## config.mk

```make
export PLATFORM = sky130hd
export DESIGN_NAME = scp_pc_sequencer
export DESIGN_NICKNAME = d
export VERILOG_FILES = /design/src/rtl/scp_pc_sequencer.sv
export SDC_FILE = /design/constraint.sdc
export NUM_CORES = 1
export LEC_CHECK = 0
export ABC_CLOCK_PERIOD_IN_PS = 6200
export BUFFER_PORTS_ARGS = -buffer_cell sky130_fd_sc_hd__buf_4
export CORE_MARGIN = 4
export CORE_UTILIZATION = 54
export DETAILED_ROUTE_END_ITERATION = 12
export PLACE_DENSITY = 0.85
export SKIP_CTS_REPAIR_TIMING = 1
export SLEW_MARGIN = 20
export SYNTH_ARGS = -nofsm -noshare
export SYNTH_HDL_FRONTEND = slang
export SYNTH_SLANG_ARGS = --single-unit
export TNS_END_PERCENT = 50
```

## constraint.sdc

```tcl
create_clock -name clk -period 6.2 [get_ports clk]
set_input_delay 1.24 -clock clk [delete_from_list [all_inputs] [get_ports clk]]
set_output_delay 1.24 -clock clk [all_outputs]
set_load 0.05 [all_outputs]
```

## src/rtl/scp_pc_sequencer.sv

```systemverilog
// Program-counter sequencer: run/pause/single-step control, redirects,
// end-of-program detection, out-of-range trapping and a retired-instruction counter.
module scp_pc_sequencer #(
  parameter int unsigned IMEM_DEPTH = 256,
  parameter int unsigned CNT_W      = 16
) (
  input  logic             clk,
  input  logic             reset,
  input  logic             start,
  input  logic             stop,
  input  logic             single_step,
  input  logic             step,
  input  logic             redirect_valid,
  input  logic [31:0]      redirect_target,
  input  logic [31:0]      end_pc,
  output logic [31:0]      pcounter,
  output logic             pc_valid,
  output logic             busy,
  output logic             done,
  output logic             fault,
  output logic [CNT_W-1:0] retired_count
);

  localparam int unsigned PC_W    = 32;
  localparam int unsigned STATE_W = 3;
  localparam logic [PC_W-1:0] DEPTH = PC_W'(IMEM_DEPTH);

  localparam logic [STATE_W-1:0] S_IDLE  = 3'd0;
  localparam logic [STATE_W-1:0] S_RUN   = 3'd1;
  localparam logic [STATE_W-1:0] S_PAUSE = 3'd2;
  localparam logic [STATE_W-1:0] S_DONE  = 3'd3;
  localparam logic [STATE_W-1:0] S_FAULT = 3'd4;

  logic [STATE_W-1:0] state, state_d;
  logic [PC_W-1:0]    pc_d, pc_next;
  logic [CNT_W-1:0]   cnt_d, cnt_sat;
  logic               pc_valid_d, busy_d, done_d, fault_d;

  // State and registered outputs
  always_ff @(posedge clk) begin
    if (reset) begin
      state         <= S_IDLE;
      pcounter      <= '0;
      retired_count <= '0;
      pc_valid      <= 1'b0;
      busy          <= 1'b0;
      done          <= 1'b0;
      fault         <= 1'b0;
    end else begin
      state         <= state_d;
      pcounter      <= pc_d;
      retired_count <= cnt_d;
      pc_valid      <= pc_valid_d;
      busy          <= busy_d;
      done          <= done_d;
      fault         <= fault_d;
    end
  end

  // Next state, next PC, next count; flags are decoded from the next state
  always_comb begin
    state_d = state;
    pc_d    = pcounter;
    cnt_d   = retired_count;
    pc_next = redirect_valid ? redirect_target : pcounter + PC_W'(1);
    cnt_sat = (&retired_count) ? retired_count : retired_count + CNT_W'(1);

    case (state)
      S_IDLE, S_DONE, S_FAULT: begin
        if (start) begin
          state_d = S_RUN;
          pc_d    = '0;
          cnt_d   = '0;
        end
      end
      S_RUN: begin
        cnt_d = cnt_sat;
        if (pcounter == end_pc) begin
          state_d = S_DONE;
        end else if (pc_next >= DEPTH) begin
          state_d = S_FAULT;
        end else begin
          pc_d = pc_next;
          if (stop || single_step) state_d = S_PAUSE;
        end
      end
      S_PAUSE: begin
        if (start || step) state_d = S_RUN;
      end
      default: begin
        state_d = S_IDLE;
        pc_d    = '0;
        cnt_d   = '0;
      end
    endcase

    pc_valid_d = (state_d == S_RUN);
    busy_d     = (state_d == S_RUN) || (state_d == S_PAUSE);
    done_d     = (state_d == S_DONE);
    fault_d    = (state_d == S_FAULT);
  end

endmodule

```

==> impl_metrics.csv, run 1 <==
group,metric,value,unit
floorplan,die_area,0.00756,mm^2
worst_setup_path,worst-endpoint-arrival,3.99,ns
layout,antenna_cells,0,
layout,syn_to_final_growth,30.2,%
synthesis,synth_top_area_share,32.7,%
hold_path,hp-class,"flop to flop",
pwr,power_switching,173,uW
timing,worst_slack,2.42,ns
worst_setup_path,cpMostUsedCell,"or4_1",
clock_tree,path_clk_slew,0.10,ns
pwr,switching_share,25.9,%
worst_setup_path,slowest_stage,"or4_1",
synthesis,ys_types,55,
worst_setup_path,cpPeakStageDelay,0.55,ns
clock_tree,insertion_delay,0.31,ns
timing,min_period,3.78,ns
pwr,clkPwrFrac,31.6,%
pwr,design_power_total,669,uW
timing,setup_viol,0,
worst_setup_path,cp-start-kind,"primary input",
layout,nNetsFinal,584,
clock_tree,tritoncts,"yes",
clock_tree,cts_max_level,2,
routing,routed_wl,9590,um
layout,drive_gt1_share,33.2,%
hold_path,min_path_cells,2,
routing,firstDrtPassIters,4,
global_route,grt_overflow,0,
synthesis,avgSynthCellArea,8.40,um^2
routing,dr.first_iter.drc_count,141,
timing,period_share,61.0,%
global_route,antenna_found_initial,0,
synthesis,yosys.area.top_type,"dfxtp_1",
worst_setup_path,crit_required,6.41,ns
synthesis,syn-cell-area,0.00337,mm^2
layout,final_util,73.2,%
floorplan,rows,28,
global_route,grt_pass1_wl,15500,um
floorplan,num_io_pins,123,
routing,wl_per_cell,16.3,um
synthesis,synthArstFlopShare,0,%
run_status,status,"complete, no violations",
clock_tree,clock-sinks,55,
global_route,grt_pass1_vias,3236,
worst_setup_path,path_max_fanout,26,
pwr,pwr-share-comb,14.7,%
synthesis,synth-main-ff-cell,"dfxtp_1",
floorplan,start_util,56.2,%
synthesis,synth-seq-cells,55,
clock_tree,root_buffer,"clkbuf_8",
timing,max_slew_margin,52.0,%
pwr,p_per_area,153,mW/mm^2
routing,ant_nets,0,
layout,final_area,0.00439,mm^2
pwr,p_leak,1.88,nW
pwr,p_int,496,uW
floorplan,design.core.area,0.00599,mm^2
synthesis,ys_seq_area_share,32.7,%
placed_design,hpwl,7490,um
clock_tree,numCtsBuffers,5,
placed_design,io_buffers,122,
placed_design,dp_slack,2.10,ns
timing,grt_setup_unrepaired,"false",
placed_design,dpl_cell_area,0.00429,mm^2
synthesis,synth_nets,474,
floorplan,die_w,87.0,um
worst_setup_path,worstPathCellList,"buf_4 > or4_1 > nor4_1 > a31oi_1 > or4_1 > a211oi_2 > and2_4 > a31oi_4 > and2_2",
placed_design,gp_congestion,0.921,
global_route,grt_max_degree,28,
worst_setup_path,r2r_cells,8,
timing,max_freq,264,MHz
timing,tns,0,ns
routing,drc,0,
routing,num_vias,3350,
timing,maxSlewViolCount,0,
floorplan,die_h,87.0,um
timing,worstMarginPinSlew,0.720,ns
timing,skew,0.00663,ns
timing,hold_violations,0,
run,max_cap_viol_count,0,
synthesis,synth_edf_count,0,
worst_setup_path,endpoint_kind,"flop",
pwr,ir_drop,0.108,mV
synthesis,synthTopCellsByArea,"dfxtp_1 (33%), xor2_1 (11%), and2_4 (4.9%)",
pwr,seqPwrFrac,53.7,%
synthesis,netlist_instances,401,
synthesis,yosysWarnings,0,
global_route,gr-usage-all-layers,25.4,%
routing,via_per_inst,5.71,
worst_setup_path,crit_type,"primary input to flop",
clock_tree,cts_buffer_depth,2,
[power by group through the flow]
stage                     clock (mW)  combinational, mW  sequential (mW)
after global placement             0             0.0964            0.368
after global routing           0.228              0.107            0.360
after floorplan                    0             0.0429            0.375
final                          0.211             0.0982            0.360
after CTS                      0.215             0.0984            0.360
after detailed placement           0             0.0981            0.368
[worst max-delay path: cells and delay by family]
family / cells / cell delay [ns]
AO/OA/AOI/OAI: 3 / 0.76
buffers and inverters: 1 / 0.10
AND/OR/NAND/NOR: 5 / 1.87
[placed cells by master (no fill, tap or decap), types with 2 or more instances in the layout]
cell type and instances:
xor2_1 44, nor3_1 17, o22ai_1 2, ha_1 2, a22o_1 2, a221oi_1 2
o2bb2ai_1 2, o21ai_0 10, nor4_2 2, and3_1 4, or3_1 4, or2_2 3
and2_4 19, nor2b_1 2, nand3_2 2, a211oi_1 4, and2_1 3, nand4_1 11
a41oi_1 2, clkbuf_8 6, and2_2 6, nand2b_1 6, a211oi_2 2, dfxtp_1 55
nor2_1 35, xnor2_1 16, nand3_1 19, a311oi_1 3, or4_1 3, inv_1 5
nor4_1 15, a21oi_1 8, mux2i_1 8, nand2_1 40, buf_4 122, a31oi_1 5
and4_1 3
[through the flow]
stage / std cells / hold WS (ns)
after floorplan: 401 / 0.553
after global placement: 579 / 0.490
after detailed placement: 579 / 0.504
after CTS: 587 / 0.519
after global routing: 587 / 0.541
final: 587 / 0.513
[routing by layer]
| metal | global-route usage (%) | up-vias | part of all wire, % |
|---|---|---|---|
| li1 | - | 1637 | - |
| met1 | 31.5 | 1569 | 40 |
| met2 | 44.6 | 124 | 51 |
| met3 | 4.64 | 20 | 7.4 |
| met4 | 7.65 | 0 | 2.1 |
| met5 | 0 | - | 0 |
[flip-flops by register name (all words and copies together), names as in the netlist]
register       cells
fault              1
busy               1
retired_count     16
pcounter          32
state              3
done               1
pc_valid           1
[synthesized netlist by cell type, types with 8 or more instances]
library cell,number
nor4_1,15
and2_4,19
nand4_1,11
nor3_1,17
dfxtp_1,55
a21oi_1,8
nor2_1,35
nand3_1,19
o21ai_0,10
clkbuf_1,13
nand2_1,40
mux2i_1,8
xnor2_1,16
xor2_1,44
[kinds of logic after synthesis]
kind of cell,count (synthesis),share of synthesized area (%)
flip-flops,55,32.7
adder cells (fa/ha/maj),2,0.743
buffers and inverters,24,3.27
XOR/XNOR,60,15.6
AO/OA/AOI/OAI,53,11.7
multiplexers,9,2.71
AND/OR/NAND/NOR,198,33.2
[final cells by class]
cell class,count,area (um^2)
multi-input cells,322,2160
well taps,75,93.8
clock buffers,6,82.6
inverters,5,18.8
flip-flops and latches,55,1100
clock inverters,2,16.3
fillers,504,1610
repair buffers,122,916
[worst paths after layout]
path,start,endpoint,slack (ns)
worst max-delay path,redirect_target[27],pcounter[24],2.42
worst min-delay path,retired_count[1],retired_count[1],0.51
worst max register to register,pcounter[2],pcounter[11],2.80
worst min register to register,retired_count[1],retired_count[1],0.51
(Power assumes the default switching activity.)
==> run 2: changes to the inputs <==
Settings changed: ABC_AREA set to 1, ABC_CLOCK_PERIOD_IN_PS 6200 to 3800, CORE_UTILIZATION 54 to 52, PLACE_DENSITY 0.85 to 0.8.
Clock period 6.2 ns to 3.8 ns, I/O delays scaled along.
==> impl_metrics.csv, run 2 <==
group,metric,value,unit
run_status,status,"complete, no violations",
global_route,grt_overflow,0,
synthesis,synth_edf_count,0,
worst_setup_path,worst-endpoint-arrival,3.26,ns
routing,ant_nets,0,
synthesis,synth-seq-cells,55,
clock_tree,cts_max_level,2,
hold_path,worstHoldStart,"retired_count[4]",
worst_setup_path,r2r_cells,16,
synthesis,synthMostInstantiatedCell,"nand2_1",
layout,largest_reg_flops,32,
layout,syn_to_final_growth,27.7,%
worst_setup_path,crit_type,"primary input to flop",
timing,hold_violations,0,
worst_setup_path,worstPathCellList,"buf_4 > inv_1 > or2_2 > nand2_1 > nand3_1 > nor2_1 > nand2_1 > nor2_4 > nand3_4 > nand2_4 > o21ai_0 > nand2_1 > nor2_1",
worst_setup_path,cp-start-kind,"primary input",
synthesis,synth_nets,748,
global_route,grt_pass1_vias,4397,
timing,max_slew_margin,34.1,%
layout,top_regs,"pcounter x32, retired_count x16, state x3",
placed_design,hpwl,10200,um
run,max_cap_viol_count,0,
synthesis,yosys.area.top_type,"dfxtp_1",
floorplan,num_io_pins,123,
clock_tree,insertion_delay,0.32,ns
placed_design,gp_congestion,0.975,
global_route,gr-usage-all-layers,28.8,%
synthesis,avgSynthCellArea,5.89,um^2
hold_path,hp-class,"flop to flop",
worst_setup_path,slowest_stage,"inv_1",
worst_setup_path,endpoint_kind,"flop",
global_route,grtUsageMet2,49.7,%
layout,most-common-layout-cells,"nand2_1 (211), buf_4 (123), nor2_1 (93), inv_1 (69), nand3_1 (58)",
floorplan,design.core.area,0.00733,mm^2
floorplan,die_area,0.00911,mm^2
layout,antenna_cells,0,
clock_tree,root_buffer,"clkbuf_8",
pwr,p_per_area,254,mW/mm^2
layout,nNetsFinal,863,
synthesis,synth-main-ff-cell,"dfxtp_1",
synthesis,yosysWarnings,0,
worst_setup_path,cpMostUsedCell,"nand2_1",
routing,routed_wl,12800,um
clock_tree,numCtsBuffers,5,
timing,tns,0,ns
clock_tree,cts_buffer_depth,2,
pwr,ir_drop,0.174,mV
timing,maxSlewViolCount,0,
worst_setup_path,cp-startpoint,"redirect_valid",
global_route,met3_usage,4.58,%
synthesis,syn-cell-area,0.00398,mm^2
clock_tree,clock-sinks,55,
worst_setup_path,ff2ff_setup_slack,0.80,ns
worst_setup_path,path_max_fanout,38,
layout,drive_gt1_share,21.1,%
synthesis,ys_seq_area_share,27.7,%
routing,dr.first_iter.drc_count,360,
floorplan,die_h,95.5,um
synthesis,synthTopCellsByCount,"nand2_1 (211), nor2_1 (93), inv_1 (69)",
worst_setup_path,critPathCapture,"pcounter[4]",
layout,layout_commonest_cell,"nand2_1",
routing,drc,0,
placed_design,io_buffers,122,
global_route,grt_max_degree,39,
routing,via_per_inst,5.29,
timing,worstMarginPinSlew,0.987,ns
worst_setup_path,crit_required,4.02,ns
synthesis,ys_types,30,
global_route,use_met1,37.4,%
timing,min_period,3.03,ns
global_route,grt_pass1_wl,20700,um
synthesis,netlist_instances,675,
worst_setup_path,cpPeakStageDelay,0.48,ns
floorplan,start_util,54.3,%
timing,period_share,79.8,%
global_route,antenna_found_initial,0,
clock_tree,path_clk_slew,0.10,ns
layout,regMostFlops,"pcounter",
synthesis,synthArstFlopShare,0,%
timing,grt_setup_unrepaired,"false",
timing,setup_viol,0,
floorplan,rows,31,
pwr,p_leak,2.18,nW
synthesis,synth_top_area_share,27.7,%
routing,wl_per_cell,14.4,um
clock_tree,tritoncts,"yes",
global_route,grt_busiest_layer,"met2",
worst_setup_path,r2r-end,"pcounter[4]",
synthesis,synthTopCellsByArea,"dfxtp_1 (28%), nand2_1 (20%), nor2_1 (8.8%)",
floorplan,die_w,95.5,um
routing,num_vias,4704,
routing,firstDrtPassIters,5,
timing,skew,0.00774,ns
timing,max_freq,330,MHz
pwr,design_power_total,1.29,mW
worst_setup_path,reg2reg_from,"pcounter[0]",
-- run 2: cell count changes after synthesis, moves of 10 or more --
cell,previous run,this run
a21oi_1,8,21
and2_4,19,0
nand3_1,19,58
nor4_1,15,5
nor3_1,17,39
nand2_1,40,211
o21ai_0,10,29
or2_2,3,19
nor2_1,35,93
inv_1,5,69
xor2_1,44,3
-- run 2: cells by family after synthesis --
| family | share of synthesized area [%] |
|---|---|
| AND/OR/NAND/NOR | 50.3 |
| buffers and inverters | 8.43 |
| flip-flops | 27.7 |
| AO/OA/AOI/OAI | 7.01 |
| XOR/XNOR | 5.73 |
| adder cells (fa/ha/maj) | 0.629 |
| multiplexers | 0.252 |
-- run 2: stage by stage --
step	cells	hold slack (ns)	setup WS [ns]	area (um^2)	utilization, %
6_report	890	0.484	0.768	5080	69.3
5_1_grt	890	0.505	0.492	5080	69.3
4_1_cts	890	0.477	0.811	5080	69.3
3_5_place_dp	882	0.461	0.483	4960	67.6
3_3_place_gp	882	0.450	0.601	4960	67.6
2_1_floorplan	675	0.502	1.22	3980	-
-- run 2: layout make-up --
class	count	area, um^2
Sequential cell	55	1100
Fill cell	689	2250
Inverter	71	267
Clock buffer	6	82.6
Tap cell	99	124
Multi-Input combinational cell	534	2540
Timing Repair Buffer	123	923
Clock inverter	2	38.8
-- run 2: how the worst min path moves through the flow --
stage	end	slack, ns	cells past startpoint
floorplan	fault	0.50	2
global placement	retired_count[4]	0.45	2
detailed placement	retired_count[4]	0.46	2
CTS	retired_count[4]	0.48	2
global route	retired_count[4]	0.51	2
finish	retired_count[4]	0.48	2
-- run 2: critical path: cells and delay by family --
kind / cells / cell delay [ns]
and+or+nand+nor: 10 / 1.58
buffers and inverters: 2 / 0.72
AOI/OAI and AO/OA: 1 / 0.17
-- run 2: routing by layer --
metal | vias up | wire length [um]
li1 | 2380 | -
met3 | 22 | 916
met1 | 2128 | 5510
met5 | - | 0
met4 | 0 | 240
met2 | 174 | 6150
-- run 2: where the power goes --
part           switching, mW  total, mW  internal, mW
sequential            0.0174      0.605         0.588
combinational          0.153      0.262         0.110
clock                  0.207      0.424         0.217
